File: src/rtl/osd_dii_arbiter_if.sv
// DII flit bus between N requesters, the arbiter and one downstream port.
// The slave modport is the arbiter side; master is the requester/sink side.
interface osd_dii_arbiter_if #(
  parameter int unsigned PORTS = 2
);
  typedef struct packed {
    logic        valid;
    logic        last;
    logic [15:0] data;
  } dii_flit;

  dii_flit [PORTS-1:0] debug_in;
  logic    [PORTS-1:0] debug_in_ready;
  dii_flit             debug_out;
  logic                debug_out_ready;

  modport master (
    output debug_in,
    input  debug_in_ready,
    input  debug_out,
    output debug_out_ready
  );

  modport slave (
    input  debug_in,
    output debug_in_ready,
    output debug_out,
    input  debug_out_ready
  );
endinterface

File: src/rtl/osd_dii_arbiter.sv
// Packet-level round-robin arbiter: N DII flit sources share one registered
// output. A packet holds the output until its last flit transfers.
module osd_dii_arbiter #(
  parameter int unsigned PORTS = 2
) (
  input  logic                  clk,
  input  logic                  rst,
  osd_dii_arbiter_if.slave      bus
);

  localparam int unsigned   IW       = $clog2(PORTS);
  localparam logic [IW-1:0] LAST_IDX = IW'(PORTS - 1);

  typedef enum logic {
    IDLE,
    LOCKED
  } mode_t;

  mode_t          mode;
  logic [IW-1:0]  grant;
  logic [IW-1:0]  rr;
  logic           out_valid;
  logic           out_last;
  logic [15:0]    out_data;

  logic [PORTS-1:0] valid_vec;
  logic [PORTS-1:0] ready;
  logic             slot_free;
  logic             found;
  logic [IW-1:0]    cand;
  logic [IW-1:0]    sel;
  logic [IW-1:0]    next_rr;
  logic             xfer;
  int               idx;

  always_comb begin
    valid_vec = '0;
    for (int i = 0; i < int'(PORTS); i++) begin
      valid_vec[i] = bus.debug_in[i].valid;
    end
  end

  assign slot_free = !out_valid || bus.debug_out_ready;

  // Descending scan so the lowest offset from rr wins.
  always_comb begin
    found = 1'b0;
    cand  = '0;
    idx   = 0;
    for (int k = int'(PORTS) - 1; k >= 0; k--) begin
      idx = int'(rr) + k;
      if (idx >= int'(PORTS)) idx -= int'(PORTS);
      if (valid_vec[IW'(idx)]) begin
        found = 1'b1;
        cand  = IW'(idx);
      end
    end
  end

  assign sel     = (mode == LOCKED) ? grant : cand;
  assign next_rr = (sel == LAST_IDX) ? '0 : sel + IW'(1);

  // Accept is held off entirely while reset is asserted.
  always_comb begin
    ready = '0;
    if (!rst) begin
      if (mode == LOCKED) begin
        ready[grant] = slot_free;
      end else if (found && slot_free) begin
        ready[cand] = 1'b1;
      end
    end
  end

  assign xfer = |(ready & valid_vec);

  assign bus.debug_in_ready  = ready;
  assign bus.debug_out.valid = out_valid;
  assign bus.debug_out.last  = out_last;
  assign bus.debug_out.data  = out_data;

  // Load wins over drain, so back-to-back flits leave no bubble.
  always_ff @(posedge clk or posedge rst) begin
    if (rst) begin
      out_valid <= 1'b0;
      out_last  <= 1'b0;
      out_data  <= '0;
      mode      <= IDLE;
      grant     <= '0;
      rr        <= '0;
    end else if (xfer) begin
      out_valid <= 1'b1;
      out_last  <= bus.debug_in[sel].last;
      out_data  <= bus.debug_in[sel].data;
      grant     <= sel;
      if (bus.debug_in[sel].last) begin
        mode <= IDLE;
        rr   <= next_rr;
      end else begin
        mode <= LOCKED;
      end
    end else if (bus.debug_out_ready) begin
      out_valid <= 1'b0;
    end
  end

endmodule

File: src/flat_wrapper.sv
// flat-port wrapper written by rule: the top's interface ports become plain ports
module osd_dii_arbiter_flat 
#(
  parameter int unsigned PORTS = 2
)
  (clk, rst, bus_debug_in, bus_debug_in_ready, bus_debug_out, bus_debug_out_ready);
  osd_dii_arbiter_if #(.PORTS(PORTS)) bus_i ();
  input  logic clk;
  input  logic rst;
  input wire logic [$bits(bus_i.debug_in)-1:0] bus_debug_in;
  output wire logic [$bits(bus_i.debug_in_ready)-1:0] bus_debug_in_ready;
  output wire logic [$bits(bus_i.debug_out)-1:0] bus_debug_out;
  input wire logic [$bits(bus_i.debug_out_ready)-1:0] bus_debug_out_ready;
  assign bus_i.debug_in = bus_debug_in;
  assign bus_debug_in_ready = bus_i.debug_in_ready;
  assign bus_debug_out = bus_i.debug_out;
  assign bus_i.debug_out_ready = bus_debug_out_ready;
  osd_dii_arbiter #(.PORTS(PORTS)) u_core (.clk(clk), .rst(rst), .bus(bus_i));
endmodule
File: config.mk
export PLATFORM = sky130hd
export DESIGN_NAME = osd_dii_arbiter_flat
export DESIGN_NICKNAME = d
export VERILOG_FILES = /design/src/rtl/osd_dii_arbiter_if.sv /design/src/rtl/osd_dii_arbiter.sv /design/src/flat_wrapper.sv
export SDC_FILE = /design/constraint.sdc
export NUM_CORES = 1
export LEC_CHECK = 0
export ABC_AREA = 1
export CAP_MARGIN = 25
export CORE_ASPECT_RATIO = 0.6
export CORE_MARGIN = 4
export CORE_UTILIZATION = 25
export CTS_BUF_LIST = sky130_fd_sc_hd__clkbuf_16
export DETAILED_ROUTE_END_ITERATION = 10
export DONT_BUFFER_PORTS = 1
export PLACE_DENSITY_LB_ADDON = 0.15
export SYNTH_ARGS = -nofsm -noshare
export SYNTH_HDL_FRONTEND = slang
export SYNTH_SLANG_ARGS = --single-unit
export TNS_END_PERCENT = 10
File: constraint.sdc
create_clock -name clk -period 1.44 [get_ports clk]
set_input_delay 0.216 -clock clk [delete_from_list [all_inputs] [get_ports clk]]
set_output_delay 0.216 -clock clk [all_outputs]
set_load 0.1 [all_outputs]
* After elaboration in Yosys (flattened, before gate mapping)
Index checks and enable logic that the tools add are counted.
** Storage, ports and cells
- Input port bits :: 39
- Output and inout bits :: 20
- Word-level logic and storage cells :: 53
- Flip-flop bits (word level) :: 21
** Operators by class
- Bitwise gates (word level) :: 2
- Add/subtract/negate cells :: 4
- Reductions and logical operators :: 8
- Multiplexer cells :: 24
- $lt $le $gt $ge :: 9
** Operators with widths (count)
- 17-bit 2-to-1 mux :: 2
- 1-bit 2-to-1 mux :: 17
- 1-bit by 2-bit less-than comparator with 1-bit output (second input constant) :: 3
- 1-bit by 3-bit less-than comparator with 1-bit output (second input constant) :: 2
- 2-bit 2-to-1 mux :: 3
- 2-bit bitwise AND :: 2
- 1-bit logical AND :: 3
- 1-bit by 1-bit adder with 2-bit output (second input constant) :: 1
- 1-bit demux with 1-bit select :: 2
- 1-bit greater-or-equal comparator (second input constant) :: 2
- 1-bit by 2-bit greater-or-equal comparator with 1-bit output (second input constant) :: 1
- 2-bit greater-or-equal comparator (second input constant) :: 1
- 2-bit AND reduction :: 1
- 2-bit nonzero test :: 1
- 2-bit OR reduction :: 1
- 1-bit subtractor (second input constant) :: 2
- 1-bit adder (second input constant) :: 1
- 1-bit logical NOT :: 1
- 1-bit logical OR :: 1

* Logic depth before layout (Yosys ltp)
- Word-level depth :: 18
- Mapped depth :: 10
- Depth with buffers taken out :: 9

* Worst setup path after synthesis
Ideal clock, no wire load.
- Path type :: input-to-reg
- From :: input port rst
- To :: register u_core.out_data[0]
- Slack :: -0.646 ns
- Path buffers :: 1
- Stages :: 9
- Data required time :: 1.318 ns
- Arrival time :: 1.964 ns
- Setup time :: 0.122 ns
- Cells stage by stage :: inv_1 -> nand2_1 -> nor2_4 -> nand2_2 -> nand2_4 -> inv_4 -> buf_6 -> nand2_1 -> nand2_1
** Between the ends
- Word-level cells in the longest chain between the ends :: 3
** Ends and longest elaborated chain
- from (decl) :: line flat_wrapper.sv:9 : input logic rst;
- 2-bit 2-to-1 mux :: line osd_dii_arbiter.sv:66 : if (!rst) begin
- via bus_debug_in_ready[1] :: line flat_wrapper.sv:11 : output wire logic [$bits(bus_i.debug_in_ready)-1:0] bus_debug_in_ready;
- 2-bit bitwise AND :: line osd_dii_arbiter.sv:75 : assign xfer = |(ready & valid_vec);
- 2-bit OR reduction :: line osd_dii_arbiter.sv:75
- to (signal assigned) :: line osd_dii_arbiter.sv:94 : out_data <= bus.debug_in[sel].data;
- to (decl) :: line osd_dii_arbiter.sv:24 : logic [15:0] out_data;
The timed path passes the listed nets, and every way through them passes these cells.
A chain may end at the register's enable or synchronous reset.

* Worst setup path after layout
- From :: register u_core.mode
- To :: output port bus_debug_in_ready[0]
** Between the ends
- Word-level cells in the longest chain between the ends :: 2
** Ends and longest elaborated chain
- from (decl) :: line osd_dii_arbiter.sv:19 : mode_t mode;
- from (signal assigned) :: line osd_dii_arbiter.sv:88 : mode <= IDLE;
- from (signal assigned) :: line osd_dii_arbiter.sv:97 : mode <= IDLE;
- from (signal assigned) :: line osd_dii_arbiter.sv:100 : mode <= LOCKED;
- 2-bit 2-to-1 mux :: line osd_dii_arbiter.sv:67 : if (mode == LOCKED) begin
- 2-bit 2-to-1 mux :: line osd_dii_arbiter.sv:66
- to (decl) :: line flat_wrapper.sv:11
Every way passes these cells.

==> results_dict.tcl <==
set metrics [dict create \
    status "finished, violations left" \
    violations "negative setup slack" \
    die_w_um 95.2 \
    numPortBuffers 0 \
    grt_overflow_total 0 \
    synth_adder_area_share 0 \
    synthMuxAreaShare 0 \
    cts_tree "yes" \
    async_reset_ff_frac 1.00 \
    maxCapViolations 0 \
    path_cells "inv_2 -> nand2_4 -> nand2_4 -> and3_4 -> buf_12" \
    clock_latency_ns 0.25 \
    mappedNetlistNets 198 \
    synth-xor-area-share 0 \
    synth_largest_area_cell "dfrtp_1" \
    cp.arrival_ns 1.26 \
    synth_top_area_frac 0.461 \
    yosys.area_share.simple 0.439 \
    cts-buffers-inserted 3 \
    antenna_found_initial 0 \
    crit_required_ns 1.22 \
    wirelength_um 3110 \
    clk_pin_slew_ns 0.06 \
    seq_area_frac_synth 0.461 \
    ant_nets 0 \
    synthTopCellsByCount "nand2_1, dfrtp_1, nand3_1, inv_1" \
    max_stage_delay_ns 0.41 \
    hold_viol 0 \
    via_count 1062 \
    row_count 18 \
    core_mm2 0.00426 \
    critPathCaptureType "output pin" \
    setup_violations 1 \
    finalCriticalPeriod_ns 1.47 \
    grt_pass1_vias 1031 \
    drc 0 \
    dr.pass1.iters 4 \
    track_usage 0.117 \
    grt_pass1_wl_um 5040 \
    synth_most_common_cell "nand2_1" \
    cp_common_cell "nand2_4" \
    report.final.slew_viol_count 0 \
    synth.distinct_cells 18 \
    pin_count 59 \
    grt_max_degree 22 \
    postSynthAreaPerCell_um2 7.18 \
    rsz0062_at_grt "true" \
    synth_area_mm2 0.00114 \
    fill_cells 454 \
    drive_above_1_share 0.239 \
    max_freq_ghz 0.679 \
    via_per_inst 4.43 \
    dp_hpwl_um 2390 \
    synth_top_family_by_area "simple AND/OR/NAND/NOR gates" \
    htree_levels 1 \
    setup_tns_ns -0.0326 \
    die_h_um 60.3 \
    clockRootBuffer "clkbuf_16" \
    num-nets-final 220 \
    cp_top_family "flip-flops" \
    drt_iter0_drc 46 \
    wl_per_cell_um 13.0 \
    tightest_slew_ns 0.500 \
    cts_buffer_depth 2 \
    diodes 0 \
    cts_num_sinks 21 \
    setup_ws_ns -0.0326 \
    skew_ns 0.00153 \
    synth_cells 159 \
    syn_to_final_growth_pct 36.8 \
    min_period_over_period 1.02 \
    die-area_mm2 0.00574 \
    synth_ff_type "dfrtp_1" \
    gp_congestion 0.760 \
    synth-seq-cells 21 \
    ys_warn_count 0 \
    start_util 0.268 \
    start_kind "flop" \
    path_max_fanout 4 \
    synth.area.top_cells "dfrtp_1, nand2_1, nand3_1, nand2_4, buf_4" \
    rrSetupSlack_ns 0.04 \
    path_class "reg -> out" \
    min_path_type "in -> reg" \
    worst-path-buf-inv 2 \
    synth_edf_count 0 \
    synth_compound_gate_area_share 0.0175 \
    slowest_stage "dfrtp_1" \
    slew_headroom 0.666 \
]
-- placed cells by master (no fill, tap or decap) --
| master | n |
|---|---|
| a21oi_2 | 1 |
| and3_4 | 1 |
| buf_12 | 8 |
| buf_4 | 16 |
| buf_6 | 1 |
| clkbuf_16 | 3 |
| clkinv_2 | 1 |
| clkinvlp_4 | 1 |
| dfrtp_1 | 20 |
| dfrtp_2 | 1 |
| dlygate4sd3_1 | 1 |
| inv_1 | 5 |
| inv_2 | 1 |
| inv_6 | 1 |
| nand2_1 | 90 |
| nand2_2 | 3 |
| nand2_4 | 4 |
| nand3_1 | 17 |
| nand4_1 | 1 |
| nor2_4 | 1 |
| o21ai_0 | 1 |
| o21ai_1 | 2 |
-- sequential cells by signal, summed over array words and instances, names as in the netlist --
name	cells
u_core.out_last	1
u_core.out_valid	1
u_core.mode	1
u_core.out_data	16
u_core.rr	1
u_core.grant	1
-- routing by layer --
metal / up-vias / wire length, um / track usage
met5: - / 0 / 0
met4: 0 / 40 / 0.0431
met3: 4 / 284 / 0.0533
met2: 26 / 1460 / 0.189
met1: 500 / 1330 / 0.138
li1: 532 / - / -
-- stage by stage --
step	worst slack, ns	hold WS (ns)	instances	utilization	instance area [um^2]
2_1_floorplan	-0.329	0.0830	159	-	1150
3_3_place_gp	0.0906	0.185	234	0.340	1450
3_5_place_dp	0.0586	0.185	234	0.340	1450
4_1_cts	-0.0417	0.118	239	0.364	1550
5_1_grt	-0.118	0.126	240	0.367	1560
6_report	-0.0326	0.123	240	0.367	1560
-- timing repair --
action / 4_1_cts / 5_1_grt
endpoints found under the setup margin: 2 / 20
buffers inserted: 0 / 1
hold buffers: 1 / 0
gates resized for setup: 4 / 2
endpoints found under the hold margin: 21 / 0
-- worst register-to-register path, cell delays in order (launching register included) --
cell     delay (ns)
dfrtp_1        0.41
inv_2          0.09
nand2_4        0.06
nand2_4        0.08
buf_4          0.24
nand2_1        0.08
o21ai_1        0.11
nand2_1        0.10
nand2_1        0.07
nand2_1        0.05
-- area by class of cell --
cell class,instances,area (um^2),share of cell area
multi-input combinational,121,539,0.345
sequential,21,527,0.337
timing repair buffer,26,302,0.193
clock buffer,3,75.1,0.0481
tap,60,75.1,0.0481
inverter,8,38.8,0.0248
clock inverter,1,5.00,0.00321
-- kinds of logic (layout without fill, tap and decap cells) --
group           after synthesis  count (layout)
flops                        21              21
compound gates                4               4
simple gates                117             117
buf+inv                      17              38
-- path summary, 6_finish.rpt --
kind | startpoint | to | cells after the start
hold / removal | bus_debug_in[16] | u_core.rr$_DFFE_PP0P_ | 2
setup / recovery | u_core.mode$_DFFE_PP0P_ | bus_debug_in_ready[0] | 5
hold reg to reg | u_core.out_data[1]$_DFFE_PP0P_ | u_core.out_data[1]$_DFFE_PP0P_ | 2
min in group asynchronous | rst | u_core.out_valid$_DFFE_PP0P_ | 3
max in group asynchronous | rst | u_core.out_data[2]$_DFFE_PP0P_ | 3
setup reg to reg | u_core.mode$_DFFE_PP0P_ | u_core.rr$_DFFE_PP0P_ | 9
Power is not shown: default switching activity piles up to over one toggle a cycle in this logic, so the estimate is an artifact.
